--- src/rtl/rat_int_ctrl.sv ---
// Interrupt controller for the RAT MCU: edge-detected requests, per-source mask, fixed-priority arbitration.
// Latency: IRQ rise -> pend set at the next edge -> INT_CU high one edge later (2 clocks); RD_DATA is combinational.
// Backpressure: none; a new interrupt is held off until INT_DONE, and events keep accumulating in pend meanwhile.
//
// Ports:
//   CLK, RESET          system clock, asynchronous active-high reset
//   IRQ[NUM_SRC]        request lines; a 0->1 transition is one event
//   IO_STRB, PORT_ID,   OUT-port write strobe, address and data from the MCU
//   OUT_PORT
//   INT_ACK, INT_DONE   control-unit pulses: interrupt entered / RETIE-RETID executed
//   INT_CU              registered interrupt request to the control unit
//   INT_ID              index of the source in service, zero-extended
//   RD_DATA             IN-port read data, combinational on PORT_ID

module rat_int_ctrl #(
  parameter int         NUM_SRC   = 4,
  parameter logic [7:0] MASK_PORT = 8'h40,
  parameter logic [7:0] ID_PORT   = 8'h41,
  parameter logic [7:0] PEND_PORT = 8'h42
) (
  input  logic               CLK,
  input  logic               RESET,
  input  logic [NUM_SRC-1:0] IRQ,
  input  logic               IO_STRB,
  input  logic [7:0]         PORT_ID,
  input  logic [7:0]         OUT_PORT,
  input  logic               INT_ACK,
  input  logic               INT_DONE,
  output logic               INT_CU,
  output logic [7:0]         INT_ID,
  output logic [7:0]         RD_DATA
);

  typedef enum logic [1:0] {
    ST_IDLE    = 2'd0,
    ST_REQ     = 2'd1,
    ST_SERVICE = 2'd2
  } state_t;

  state_t             state;
  logic [NUM_SRC-1:0] irq_q;
  logic [NUM_SRC-1:0] pend;
  logic [NUM_SRC-1:0] mask;

  logic [NUM_SRC-1:0] irq_rise;
  logic [NUM_SRC-1:0] eff;
  logic [NUM_SRC-1:0] w1c_clr;
  logic [NUM_SRC-1:0] ack_clr;
  logic [NUM_SRC-1:0] pend_nxt;
  logic               mask_wr;
  logic               pend_wr;
  logic               win_vld;
  logic [2:0]         win_idx;
  logic               ack_take;

  // Only the low NUM_SRC bits of the write data are architectural.
  logic               unused_out_port;
  assign unused_out_port = ^OUT_PORT;

  // ------------------------------------------------------------------
  // Request path
  // ------------------------------------------------------------------

  // irq_q resets to 0, so a line already high when RESET drops is an event.
  assign irq_rise = IRQ & ~irq_q;
  assign eff      = pend & mask;

  assign mask_wr  = IO_STRB && (PORT_ID == MASK_PORT);
  assign pend_wr  = IO_STRB && (PORT_ID == PEND_PORT);
  assign w1c_clr  = pend_wr ? OUT_PORT[NUM_SRC-1:0] : '0;

  // Fixed priority: the lowest index with an effective request wins.
  always_comb begin
    win_vld = 1'b0;
    win_idx = 3'd0;
    for (int i = NUM_SRC - 1; i >= 0; i--) begin
      if (eff[i]) begin
        win_vld = 1'b1;
        win_idx = 3'(i);
      end
    end
  end

  // An acknowledge only counts in REQ with a live winner; if eff has just
  // dropped to zero the FSM is already on its way back to IDLE.
  assign ack_take = (state == ST_REQ) && INT_ACK && win_vld;

  // eff & -eff isolates the lowest set bit, i.e. the winner as a one-hot.
  assign ack_clr  = ack_take ? (eff & (~eff + NUM_SRC'(1))) : '0;

  // Clears are applied first so a same-cycle rising edge keeps its bit.
  assign pend_nxt = (pend & ~(w1c_clr | ack_clr)) | irq_rise;

  always_ff @(posedge CLK or posedge RESET) begin
    if (RESET) begin
      irq_q <= '0;
      pend  <= '0;
      mask  <= '0;
    end else begin
      irq_q <= IRQ;
      pend  <= pend_nxt;
      if (mask_wr) begin
        mask <= OUT_PORT[NUM_SRC-1:0];
      end
    end
  end

  // ------------------------------------------------------------------
  // Request / service sequencer
  // ------------------------------------------------------------------

  // INT_CU is updated alongside state so it is high exactly in REQ,
  // straight from a flop. Arbitration uses the current mask, so a mask
  // write in the acknowledge cycle does not affect the winner.
  always_ff @(posedge CLK or posedge RESET) begin
    if (RESET) begin
      state  <= ST_IDLE;
      INT_CU <= 1'b0;
      INT_ID <= 8'h00;
    end else begin
      case (state)
        ST_IDLE: begin
          if (win_vld) begin
            state  <= ST_REQ;
            INT_CU <= 1'b1;
          end
        end

        ST_REQ: begin
          if (!win_vld) begin
            // Request withdrawn by a mask write or W1C before acknowledge.
            state  <= ST_IDLE;
            INT_CU <= 1'b0;
          end else if (INT_ACK) begin
            state  <= ST_SERVICE;
            INT_CU <= 1'b0;
            INT_ID <= {5'd0, win_idx};
          end
        end

        ST_SERVICE: begin
          // Always pass through IDLE; any leftover request re-enters REQ
          // one cycle later, so nesting is impossible.
          if (INT_DONE) begin
            state <= ST_IDLE;
          end
        end

        default: begin
          state  <= ST_IDLE;
          INT_CU <= 1'b0;
        end
      endcase
    end
  end

  // ------------------------------------------------------------------
  // IN-port read mux
  // ------------------------------------------------------------------

  always_comb begin
    RD_DATA = 8'h00;
    case (PORT_ID)
      MASK_PORT: RD_DATA[NUM_SRC-1:0] = mask;
      ID_PORT:   RD_DATA              = INT_ID;
      PEND_PORT: RD_DATA[NUM_SRC-1:0] = pend;
      default:   RD_DATA              = 8'h00;
    endcase
  end

  // ------------------------------------------------------------------
  // Structural invariants
  // ------------------------------------------------------------------

  a_cu_is_req: assert property (@(posedge CLK) disable iff (RESET)
    INT_CU == (state == ST_REQ));

  a_state_legal: assert property (@(posedge CLK) disable iff (RESET)
    state != 2'd3);

  a_ack_onehot: assert property (@(posedge CLK) disable iff (RESET)
    $onehot0(ack_clr));

endmodule

--- config.mk ---
export PLATFORM = sky130hd
export DESIGN_NAME = rat_int_ctrl
export DESIGN_NICKNAME = d
export VERILOG_FILES = /design/src/rtl/rat_int_ctrl.sv
export SDC_FILE = /design/constraint.sdc
export NUM_CORES = 1
export LEC_CHECK = 0
export BUFFER_PORTS_ARGS = -buffer_cell sky130_fd_sc_hd__buf_2
export CORE_MARGIN = 2
export CORE_UTILIZATION = 40
export DETAILED_ROUTE_END_ITERATION = 7
export PLACE_DENSITY = 0.71
export SLEW_MARGIN = 40
export SYNTH_ARGS = -nofsm -noshare
export SYNTH_HDL_FRONTEND = slang
export SYNTH_SLANG_ARGS = --single-unit
--- constraint.sdc ---
create_clock -name CLK -period 3.35 [get_ports CLK]
set_input_delay 0.67 -clock CLK [delete_from_list [all_inputs] [get_ports CLK]]
set_output_delay 0.67 -clock CLK [all_outputs]
set_load 0.02 [all_outputs]
== Word level (Yosys, flattened, before mapping) ==
Cells that the tools add are included.

* Logic and storage cells: 53
* Output and inout port bits: 17
* Bits of input ports: 25
* Register bits after elaboration: 18

* Reduce and logical (&&, ||, !) cells: 8
* Add/subtract/negate cells: 1
* Eq/ne operators: 8
* Bitwise logic cells: 10
* Multiplexer cells: 20

{| class="wikitable"
|+ Operators by type and width
! kind !! number
|-
| == test 8 x 7 -> 1 bit, second input constant || 3
|-
| bitwise AND 4 bit || 4
|-
| NOT 4 bit || 3
|-
| case mux 4 bit (3 select lines) || 1
|-
| two-way mux 2 bit || 5
|-
| two-way mux 3 bit || 3
|-
| AND reduction 3 bit || 3
|-
| two-way mux 4 bit || 2
|-
| OR 4 bit || 2
|-
| two-way mux 1 bit || 7
|-
| case mux 2 bit (3 select lines) || 1
|-
| adder 4 x 1 -> 4 bit, second input constant || 1
|-
| logical AND 1 bit || 4
|-
| != test 2 bit, second input constant || 2
|-
| != test 3 bit, second input constant || 1
|-
| case mux 1 bit (3 select lines) || 1
|-
| == test 2 x 1 -> 1 bit, second input constant || 1
|-
| == test 2 bit, second input constant || 1
|-
| logical NOT 2 bit || 1
|-
| NOT 1 bit || 1
|}

== Logic depth before layout (Yosys ltp) ==
Gate-level depths: netlist of the first run.

* Depth in word-level cells: 11
* Depth in mapped cells: 4
* Depth with buffers taken out: 3

== Least setup slack after synthesis of the first run ==
OpenSTA, ideal clock, no wires.

* Kind: in2out
* Start: input port PORT_ID[3]
* End: output port RD_DATA[0]
* Setup slack: 0.702 ns
* Buffers on the path: 1
* Arrival: 1.978 ns
* Data required time: 2.680 ns
* Cell stages on the path: 4
* Cell sequence: or4_4 -> buf_6 -> or2_2 -> a21oi_1

* Word-level cells in the longest chain between the ends: 2
* Elaborated cells on any way between the ends: 4
* Those cells by class: 3 x eq/ne; 1 x mux

{| class="wikitable"
|+ RTL lines
! item !! line !! source
|-
| start, declared || 25 || <nowiki>input logic [7:0] PORT_ID,</nowiki>
|-
| == test 8 x 7 -> 1 bit || 163 || <nowiki>case (PORT_ID)</nowiki>
|-
| case mux 4 bit (3 select lines) (*) || 163 ||
|-
| end, declared || 31 || <nowiki>output logic [7:0] RD_DATA</nowiki>
|}

Every way passes the cells marked *; elsewhere a longest branch is shown, timed or not.

== Worst setup path in the final report of the first run ==
* Start: input port PORT_ID[3]
* End: output port RD_DATA[1]

The elaborated chain is that of the path after synthesis.

==> results of run 1 <==
==> synthesized netlist by cell type (all sizes together) <==
cell / n / share of area
nor2: 2 / 0.0075
nor2b: 1 / 0.0063
or2: 3 / 0.019
and3b: 1 / 0.0088
a21bo: 2 / 0.020
o22ai: 4 / 0.025
o311ai: 1 / 0.0088
or3b: 1 / 0.0088
a22o: 2 / 0.018
nand2: 7 / 0.026
mux2i: 5 / 0.050
buf: 11 / 0.087
conb: 1 / 0.0038
nand3b: 1 / 0.0075
mux2: 3 / 0.045
nand2b: 3 / 0.019
clkbuf: 2 / 0.0075
nor4: 3 / 0.034
o22a: 1 / 0.0088
nor3: 4 / 0.020
o21ai: 4 / 0.020
inv: 10 / 0.038
nand3: 2 / 0.010
dfrtp: 17 / 0.43
a32oi: 1 / 0.0088
o31ai: 2 / 0.015
a21oi: 6 / 0.030
or4: 1 / 0.011
o21bai: 1 / 0.0075
==> routing by layer <==
metal / track usage / vias up / wire length [um]
met5: 0 / - / 0
met2: 0.232 / 35 / 873
met1: 0.210 / 379 / 940
met3: 0.0167 / 5 / 130
met4: 0.0769 / 0 / 37
li1: - / 389 / -
==> worst max-delay path, delay by kind of cell <==
kind	cells	cell delay (ns)
buf+inv	2	0.28
simple gates	2	0.93
compound gates	1	0.11
==> state kept, by name, indices dropped and copies added, names as in the netlist <==
signal  flops
irq_q       4
mask        4
pend        4
INT_ID      2
state       2
INT_CU      1
==> layout make-up <==
class,instances,area (um2),share of cell area
Inverter,10,37.5,0.0331
Clock buffer,4,26.3,0.0232
Sequential cell,17,425,0.375
Tap cell,30,37.5,0.0331
Multi-Input combinational cell,71,472,0.416
Timing Repair Buffer,27,135,0.119
==> cell families after synthesis <==
kind of cell,Yosys count,share of synthesized area
mux,8,0.0956
buf+inv,23,0.132
other cells,1,0.00377
compound gates,24,0.162
simple gates,29,0.179
flops,17,0.428
==> path summary, 6_finish.rpt <==
path,to,slack (ns),cells after the start
min in group asynchronous,irq_q[3],0.44,2
setup / recovery,RD_DATA[1],0.70,5
hold reg to reg,pend[3],0.43,1
setup reg to reg,pend[3],2.09,3
max in group asynchronous,irq_q[0],2.49,2
hold / removal,pend[3],0.43,1
==> metrics by stage <==
step	cell area, um2	std cells	utilization	setup WS, ns	hold WS, ns
finish	1130	159	0.470	0.696	0.432
global route	1130	159	0.470	0.655	0.450
CTS	1130	159	0.470	0.692	0.433
detailed placement	1110	155	0.460	0.696	0.420
global placement	1110	155	0.460	0.704	0.414
floorplan	1030	111	-	0.702	0.410
==> power breakdown <==
group	switching [mW]	total [mW]	internal, mW
sequential	0.0403	0.285	0.244
combinational	0.107	0.180	0.0733
clock	0.0658	0.112	0.0463
total	0.213	0.577	0.364
==> impl_results.md, run 1 <==
- Critical path, cell by cell: buf_2 -> or4_4 -> or2_2 -> a21oi_1 -> buf_2
- Worst-case headroom to the max-slew limit: 0.568
- Post-cts resize count: 0
- Clock buffers created by TritonCTS: 3
- Detail Placement HPWL: 1510 um
- Max frequency: 377 MHz
- Unrepaired setup endpoints after global routing: no
- Netlist area before placement: 995 um2
- Max IR drop VDD: 0.289 mV
- Number of buffers between clock root and the deepest sink: 2
- Final critical-path required period: 2.65 ns
- Number of antenna violations at the first check in global routing: 0
- Power density relative to cell area: 509 nW/um2
- Slowest cell on the critical path: or4_4
- Data arrival time of the critical path: 1.98 ns
- Routed wirelength normalized by instance count: 12.5 um
- Most numerous cell on the critical path: buf_2
- I/O Buffers: 27
- Slew Viols, Final: 0
- Starting Density: 0.413
- Part of the Yosys area used for sequential elements: 0.428
- Vertical extent of the die: 53.9 um
- Number of global-route vias before repair: 719
- Biggest cell delay along the critical path: 0.60 ns
- Total of fill cells in the finished design: 237
- Vias after detailed routing: 808
- Number of hold buffers added after CTS: 0
- Clock Latency Late Sink: 0.29 ns
- Share of layout cells above drive strength 1: 0.318
- Clock tree skew after final layout: 0.00525 ns
- Global-route wire length before repair: 3110 um
- Setup Fix Bufs, Post-CTS: 0
- Final Hold Fails: 0
- Number of standard cells after synthesis: 102
- Most common cell after layout, fill and taps aside: buf_2
- Library cells used by synthesis: 31
- Hold Path Class: reg2reg
- Post-route antenna net violation count: 0
- Global route total overflow: 0
- Measured slew at the worst slew-check pin: 0.648 ns
- Area growth from synthesis to layout: 14.0%
- Critical R2R Launch: state[1]
- # diodes: 0
- Number of rows in the core area: 18
- Type of the worst setup path: in2out
- Placer's final routability congestion estimate: 0.780
- Die width: 53.9 um
- Post-route DRC violation count: 0
- Clock transition at the registers of the reported paths: 0.10 ns
- Required time at the worst-slack endpoint: 2.68 ns
- Number of top-level design ports: 42
- Setup TNS after final layout: 0 ns
- CTS Sinks: 17
- Aggregate routed wire length: 1980 um
- Floorplan core area: 2410 um2
- Number of warnings reported in the yosys synthesis log: 0
- Global-route total usage across every layer: 0.151
- Final critical-path share of the clock period: 0.792
- CTS tree: done
- Die footprint: 2900 um2
- Final count of negative-setup-slack endpoints: 0
- Clk Tree Root Cell: clkbuf_4
- Leakage: 0.557 nW
- Critical Path Start Type: primary input
- Syn avg cell area: 9.75 um2
- Commonest non-fill, non-tap cells in the layout: buf_2 (27), dfrtp_1 (17), inv_1 (10), conb_1 (10), nand2_1 (7)
- Final total power: 0.577 mW
- Max Fanout on Critical Path: 8
- Number of levels in the clock H-tree: 1
- Endpoint kind of the worst setup timing path: output pin
- Min-Delay Startpoint: irq_q[3]
- Max-Cap Viols: 0
- Post-synthesis register bit count: 17
- Run status: finished clean
- Number of nets in the layout: 155
- Startpoint of the most critical setup path: PORT_ID[3]
- Vias/cell: 5.08
- Detailed-router iteration count before antenna repair: 4
- DR iter-0 viols: 18
- Largest net degree at the start of global routing: 18
Note: power is estimated with default switching activity, not from simulation.
==> run 2: changes to the inputs <==
--- a/config.mk
+++ b/config.mk
@@ -9,7 +9,7 @@
 export CORE_MARGIN = 2
 export CORE_UTILIZATION = 40
 export DETAILED_ROUTE_END_ITERATION = 7
-export PLACE_DENSITY = 0.71
+export PLACE_DENSITY = 0.73
 export SLEW_MARGIN = 40
 export SYNTH_ARGS = -nofsm -noshare
 export SYNTH_HDL_FRONTEND = slang
==> constraint.sdc (replaced) <==
create_clock -name CLK -period 2.4 [get_ports CLK]
set_input_delay 0.48 -clock CLK [delete_from_list [all_inputs] [get_ports CLK]]
set_output_delay 0.48 -clock CLK [all_outputs]
set_load 0.02 [all_outputs]
==> run 2 against run 1 <==
  * Die area is the same
  * Via count grew 1.1%
  * Clock power grew 35%
  * Sequential share of layout area shrank 0.25 points
  * Core utilization grew 0.31 points
  * Critical path type unchanged
  * Largest cell class unchanged
  * Largest power group unchanged
==> impl_results.md, run 2 (synthesized netlist as in run 1, its figures left out) <==
- Run status: finished clean (unchanged)
- Most numerous cell on the critical path: buf_2 (unchanged)
- Die footprint: 2900 um2 (unchanged)
- Clock tree skew after final layout: 0.00244 ns (was 0.00525 ns)
- Switching power total: 0.286 mW (was 0.213 mW)
- Area growth from synthesis to layout: 14.7% (was 14.0%)
- Final Hold Fails: 0 (unchanged)
- Cell class contributing the biggest share of worst-path delay: simple AND/OR/NAND/NOR gates (unchanged)
- Global-route total usage across every layer: 0.157 (was 0.151)
- Hold Path Class: in2async (was reg2reg)
- Measured slew at the worst slew-check pin: 0.649 ns (was 0.648 ns)
- Final total power: 0.795 mW (was 0.577 mW)
- Most common cell after layout, fill and taps aside: buf_2 (unchanged)
- Endpoint kind of the worst setup timing path: output pin (unchanged)
- Top flop regs: irq_q: 4 flops, mask: 4 flops, pend: 4 flops (unchanged)
- Post-route antenna net violation count: 0 (unchanged)
- Post-route DRC violation count: 0 (unchanged)
- Floorplan core area: 2410 um2 (unchanged)
- Power density relative to cell area: 696 nW/um2 (was 509 nW/um2)
- Vias/cell: 5.11 (was 5.08)
- Setup Fix Bufs, Post-CTS: 0 (unchanged)
- Worst reg2reg path depth: 3 (unchanged)
- Number of nets in the layout: 156 (was 155)
- Setup slack of the most critical reg-to-reg path: 1.14 ns (was 2.09 ns)
- Post-cts resize count: 0 (unchanged)
- Max-Cap Viols: 0 (unchanged)
- CTS Sinks: 17 (unchanged)
- Share of layout cells above drive strength 1: 0.323 (was 0.318)
- Clock share of power: 0.190 (was 0.194)
- Routed wirelength normalized by instance count: 12.4 um (was 12.5 um)
- Startpoint of the most critical setup path: PORT_ID[3] (unchanged)
- Switching share of power: 0.360 (was 0.369)
- CTS tree: done (unchanged)
- Detail Placement HPWL: 1560 um (was 1510 um)
- Setup TNS after final layout: 0 ns (unchanged)
- Die width: 53.9 um (unchanged)
- Critical Path Start Type: primary input (unchanged)
- Unrepaired setup endpoints after global routing: no (unchanged)
- Number of buffers between clock root and the deepest sink: 2 (unchanged)
- Required time at the worst-slack endpoint: 1.92 ns (was 2.68 ns)
- Biggest cell delay along the critical path: 0.53 ns (was 0.60 ns)
- DR iter-0 viols: 10 (was 18)
- Number of levels in the clock H-tree: 1 (unchanged)
- Global-route wire length before repair: 3260 um (was 3110 um)
- I/O Buffers: 27 (unchanged)
- Number of antenna violations at the first check in global routing: 0 (unchanged)
- Count of placed standard cells in the final layout, fillers left out: 160 (was 159)
- Cell Count Post-Placement: 156 (was 155)
- Detailed-router iteration count before antenna repair: 4 (unchanged)
- Placement Cell Area: 1110 um2 (about the same)
- Number of top-level design ports: 42 (unchanged)
- Number of global-route vias before repair: 784 (was 719)
- Leakage: 0.561 nW (was 0.557 nW)
- Fin util: 0.474 (was 0.470)
- Number of rows in the core area: 18 (unchanged)
- Final critical-path required period: 2.22 ns
- Global route total overflow: 0 (unchanged)
- Slew Viols, Final: 0 (unchanged)
- # diodes: 0 (unchanged)
- Largest net degree at the start of global routing: 18 (unchanged)
- Final critical-path setup slack: 0.183 ns (was 0.696 ns)
- Max frequency: 451 MHz
- Setup WS pre-CTS: 0.203 ns (was 0.696 ns)
- Starting Density: 0.413 (unchanged)
- Commonest non-fill, non-tap cells in the layout: buf_2 (27), dfrtp_1 (17), inv_1 (10), conb_1 (10), nand2_1 (7) (unchanged)
- Power Internal: 0.509 mW (was 0.364 mW)
- Share of power burned in combinational logic: 0.313 (was 0.312)
- Vias after detailed routing: 817 (was 808)
- Final critical-path share of the clock period: 0.924
- Hold Worst Slack: 0.259 ns (was 0.432 ns)
- Clock buffers created by TritonCTS: 3 (unchanged)
- Type of the worst setup path: in2out (unchanged)
- Slowest cell on the critical path: or4_4 (unchanged)
- Worst-case headroom to the max-slew limit: 0.567 (was 0.568)
- Reg-to-reg critical path endpoint: pend[2] (was pend[3])
- Clock Latency Late Sink: 0.29 ns (about the same)
- Placer's final routability congestion estimate: 0.763 (was 0.780)
- Post-route design area: 1140 um2 (was 1130 um2)
- Clk Tree Root Cell: clkbuf_4 (unchanged)
- Number of hold buffers added after CTS: 0 (unchanged)
- Critical path, cell by cell: buf_2 -> or4_4 -> or2_2 -> a21oi_1 -> buf_2 (unchanged)
- Final count of negative-setup-slack endpoints: 0 (unchanged)
- Max Fanout on Critical Path: 2 (was 8)
- Vertical extent of the die: 53.9 um (unchanged)
- Max IR drop VDD: 0.386 mV (was 0.289 mV)
- Clock transition at the registers of the reported paths: 0.09 ns (was 0.10 ns)
- Critical R2R Launch: state[1] (unchanged)
- Share of total power in sequential cells: 0.497 (was 0.493)
- Count of buffer and inverter cells on the critical path: 2 (unchanged)
- Aggregate routed wire length: 1980 um (about the same)
- Data arrival time of the critical path: 1.74 ns (was 1.98 ns)
-- run 2: layout make-up --
cell class	count	area, um2
multi-input cells	71	472
inverters	10	37.5
fillers	245	1270
well taps	30	37.5
clock buffers	4	26.3
repair buffers	28	143
flip-flops and latches	17	425
-- run 2: layer usage --
layer  part of all wire  global-route usage
met5                  0                   0
met2               0.47               0.264
met4              0.020              0.0769
met3              0.058              0.0167
met1               0.46               0.199
-- run 2: worst max-delay path by stage --
stage          cells after the start         end  slack (ns)
5_1_grt                            5  RD_DATA[1]        0.16
6_report                           5  RD_DATA[0]        0.18
3_3_place_gp                       5  RD_DATA[0]        0.22
4_1_cts                            5  RD_DATA[0]        0.20
3_5_place_dp                       5  RD_DATA[0]        0.20
2_1_floorplan                      4  RD_DATA[0]        0.13
-- run 2: worst register-to-register path: stages (launching register included) --
cell and delay, ns:
dfrtp_1 0.42, nand3b_1 0.28, o31ai_1 0.31, o22ai_1 0.12
-- run 2: power by group through the flow --
| stage | Combinational [mW] | Sequential, mW | Clock [mW] |
|---|---|---|---|
| 2_1_floorplan | 0.163 | 0.417 | 0 |
| 3_3_place_gp | 0.243 | 0.398 | 0 |
| 5_1_grt | 0.285 | 0.405 | 0.165 |
| 6_report | 0.249 | 0.395 | 0.151 |
| 4_1_cts | 0.251 | 0.395 | 0.155 |
| 3_5_place_dp | 0.249 | 0.401 | 0 |
==> run 3: changes to the inputs <==
--- a/config.mk
+++ b/config.mk
@@ -9,6 +9,7 @@
 export CORE_MARGIN = 2
 export CORE_UTILIZATION = 40
 export DETAILED_ROUTE_END_ITERATION = 7
+export GPL_TIMING_DRIVEN = 0
 export PLACE_DENSITY = 0.73
 export SLEW_MARGIN = 40
 export SYNTH_ARGS = -nofsm -noshare
==> run 3 against run 2 <==
  * Global-route usage shrank 1.1 points
  * Combinational power up 5%
  * Total power is 0.92% higher
  * Via count grew 1.3%
  * Final area rose by 7.1%
  * Fmax down 5.0%
  * Worst setup slack worse by 0.12 ns
  * Critical path depth is 1 higher
  * Clock skew hardly changed
  * Largest cell class unchanged
  * Largest power group unchanged
  * Highest routed layer unchanged
==> impl_results.md, run 3 (synthesized netlist as in run 1, its figures left out) <==
- Run status: finished clean (unchanged)
- Number of buffers between clock root and the deepest sink: 2 (unchanged)
- Post-route antenna net violation count: 0 (unchanged)
- Floorplan core area: 2410 um2 (unchanged)
- CTS Sinks: 17 (unchanged)
- Number of nets in the layout: 167 (was 156)
- Hold Worst Slack: 0.267 ns (was 0.259 ns)
- Slowest cell on the critical path: or4_4 (unchanged)
- Endpoint kind of the worst setup timing path: output pin (unchanged)
- Clock tree skew after final layout: 0.00274 ns (was 0.00244 ns)
- Placer's final routability congestion estimate: 0.782 (was 0.763)
- Most numerous cell on the critical path: buf_2 (unchanged)
- Reg-to-reg critical path endpoint: pend[2] (unchanged)
- Area growth from synthesis to layout: 22.9% (was 14.7%)
- Worst-case headroom to the max-slew limit: 0.571 (was 0.567)
- Share of layout cells above drive strength 1: 0.362 (was 0.323)
- Clk Tree Root Cell: clkbuf_4 (unchanged)
- Unrepaired setup endpoints after global routing: no (unchanged)
- Biggest cell delay along the critical path: 0.52 ns (was 0.53 ns)
- Vertical extent of the die: 53.9 um (unchanged)
- DR iter-0 viols: 14 (was 10)
- Total of fill cells in the finished design: 231 (was 245)
- Fin util: 0.507 (was 0.474)
- Max frequency: 428 MHz (was 451 MHz)
- Power density relative to cell area: 656 nW/um2 (was 696 nW/um2)
- Final count of negative-setup-slack endpoints: 0 (unchanged)
- Final Hold Fails: 0 (unchanged)
- Setup slack of the most critical reg-to-reg path: 1.15 ns (was 1.14 ns)
- Leakage: 0.616 nW (was 0.561 nW)
- Routed wirelength normalized by instance count: 11.2 um (was 12.4 um)
- Number of rows in the core area: 18 (unchanged)
- Aggregate routed wire length: 1920 um (was 1980 um)
- Max-Cap Viols: 0 (unchanged)
- Setup Fix Bufs, Post-CTS: 0 (unchanged)
- Critical path, cell by cell: buf_2 -> or4_4 -> buf_6 -> or2_2 -> a21oi_1 -> buf_2 (was buf_2 -> or4_4 -> or2_2 -> a21oi_1 -> buf_2)
- Setup TNS after final layout: 0 ns (unchanged)
- Die width: 53.9 um (unchanged)
- Global route total overflow: 0 (unchanged)
- Number of antenna violations at the first check in global routing: 0 (unchanged)
- Hold Path Class: in2async (unchanged)
- Die footprint: 2900 um2 (unchanged)
- Slew Viols, Final: 0 (unchanged)
- Critical R2R Launch: state[1] (unchanged)
- Post-cts resize count: 0 (unchanged)
- Global-route wire length before repair: 3070 um (was 3260 um)
- Largest net degree at the start of global routing: 18 (unchanged)
- # diodes: 0 (unchanged)
- Commonest non-fill, non-tap cells in the layout: buf_2 (26), dfrtp_1 (17), inv_1 (10), buf_4 (10), conb_1 (10) (was buf_2 (27), dfrtp_1 (17), inv_1 (10), conb_1 (10), nand2_1 (7))
- Detail Placement HPWL: 1530 um (was 1560 um)
- Worst reg2reg path depth: 3 (unchanged)
- Clock transition at the registers of the reported paths: 0.09 ns (about the same)
- Max IR drop VDD: 0.399 mV (was 0.386 mV)
- Final critical-path required period: 2.33 ns (was 2.22 ns)
- Final critical-path share of the clock period: 0.973 (was 0.924)
- Number of global-route vias before repair: 769 (was 784)
- Count of placed standard cells in the final layout, fillers left out: 171 (was 160)
- Vias after detailed routing: 828 (was 817)
- Top flop regs: irq_q: 4 flops, mask: 4 flops, pend: 4 flops (unchanged)
- Final total power: 0.802 mW (was 0.795 mW)
- Clock Latency Late Sink: 0.28 ns (was 0.29 ns)
- Measured slew at the worst slew-check pin: 0.643 ns (was 0.649 ns)
- Data arrival time of the critical path: 1.85 ns (was 1.74 ns)
- I/O Buffers: 26 (was 27)
- Number of hold buffers added after CTS: 0 (unchanged)
- Post-route DRC violation count: 0 (unchanged)
- Type of the worst setup path: in2out (unchanged)
- CTS tree: done (unchanged)
- Number of levels in the clock H-tree: 1 (unchanged)
- Detailed-router iteration count before antenna repair: 4 (unchanged)
- Critical Path Start Type: primary input (unchanged)
- Global-route total usage across every layer: 0.146 (was 0.157)
- Starting Density: 0.413 (unchanged)
- Max Fanout on Critical Path: 8 (was 2)
- Required time at the worst-slack endpoint: 1.92 ns (about the same)
- Cell Count Post-Placement: 167 (was 156)
- Number of top-level design ports: 42 (unchanged)
- Clock buffers created by TritonCTS: 3 (unchanged)
- Most common cell after layout, fill and taps aside: buf_2 (unchanged)
- Vias/cell: 4.84 (was 5.11)
## run 3: cell types whose count changed in the layout (fill, tap and decap cells not counted)
cell,delta
buf_6,+1
buf_4,+9
buf_2,-1
clkbuf_1,+2
## run 3: routing by layer
layer  GRT usage  share of wire  vias to the layer above
li1            -              -                      414
met1       0.189           0.47                      383
met2       0.238           0.46                       29
met3      0.0167          0.068                        2
met4      0.0769         0.0068                        0
met5           0              0                        -
## run 3: cell type report
| class | count | area, um2 | area share |
|---|---|---|---|
| inverter | 10 | 37.5 | 0.0307 |
| multi-input combinational | 71 | 472 | 0.386 |
| sequential | 17 | 425 | 0.348 |
| tap | 30 | 37.5 | 0.0307 |
| buffer | 13 | 93.8 | 0.0768 |
| clock buffer | 4 | 26.3 | 0.0215 |
| timing repair buffer | 26 | 130 | 0.106 |
## run 3: worst max-delay path by stage
| stage | to | slack [ns] | depth (start not counted) | startpoint |
|---|---|---|---|---|
| 2_1_floorplan | RD_DATA[0] | 0.13 | 4 | PORT_ID[3] |
| 3_3_place_gp | RD_DATA[1] | 0.09 | 6 | PORT_ID[3] |
| 3_5_place_dp | RD_DATA[1] | 0.06 | 6 | PORT_ID[3] |
| 4_1_cts | RD_DATA[1] | 0.06 | 6 | PORT_ID[3] |
| 5_1_grt | RD_DATA[1] | 0.006 | 6 | PORT_ID[3] |
| 6_report | RD_DATA[1] | 0.07 | 6 | PORT_ID[3] |
## run 3: where the power goes
group	total (mW)	internal, mW	switching (mW)
combinational	0.262	0.114	0.148
clock	0.148	0.0644	0.0837
sequential	0.392	0.341	0.0511
## run 3: through the flow
step	instance area, um2	setup WS, ns
3_5_place_dp	1200	0.0633
4_1_cts	1220	0.0560
6_report	1220	0.0656
2_1_floorplan	1030	0.132
3_3_place_gp	1200	0.0864
5_1_grt	1220	0.00579
## run 3: worst max-delay path, delay by kind of cell
| family | cells | cell delay (ns) |
|---|---|---|
| AND/OR/NAND/NOR | 2 | 0.82 |
| buffers and inverters | 3 | 0.43 |
| AO/OA/AOI/OAI | 1 | 0.12 |
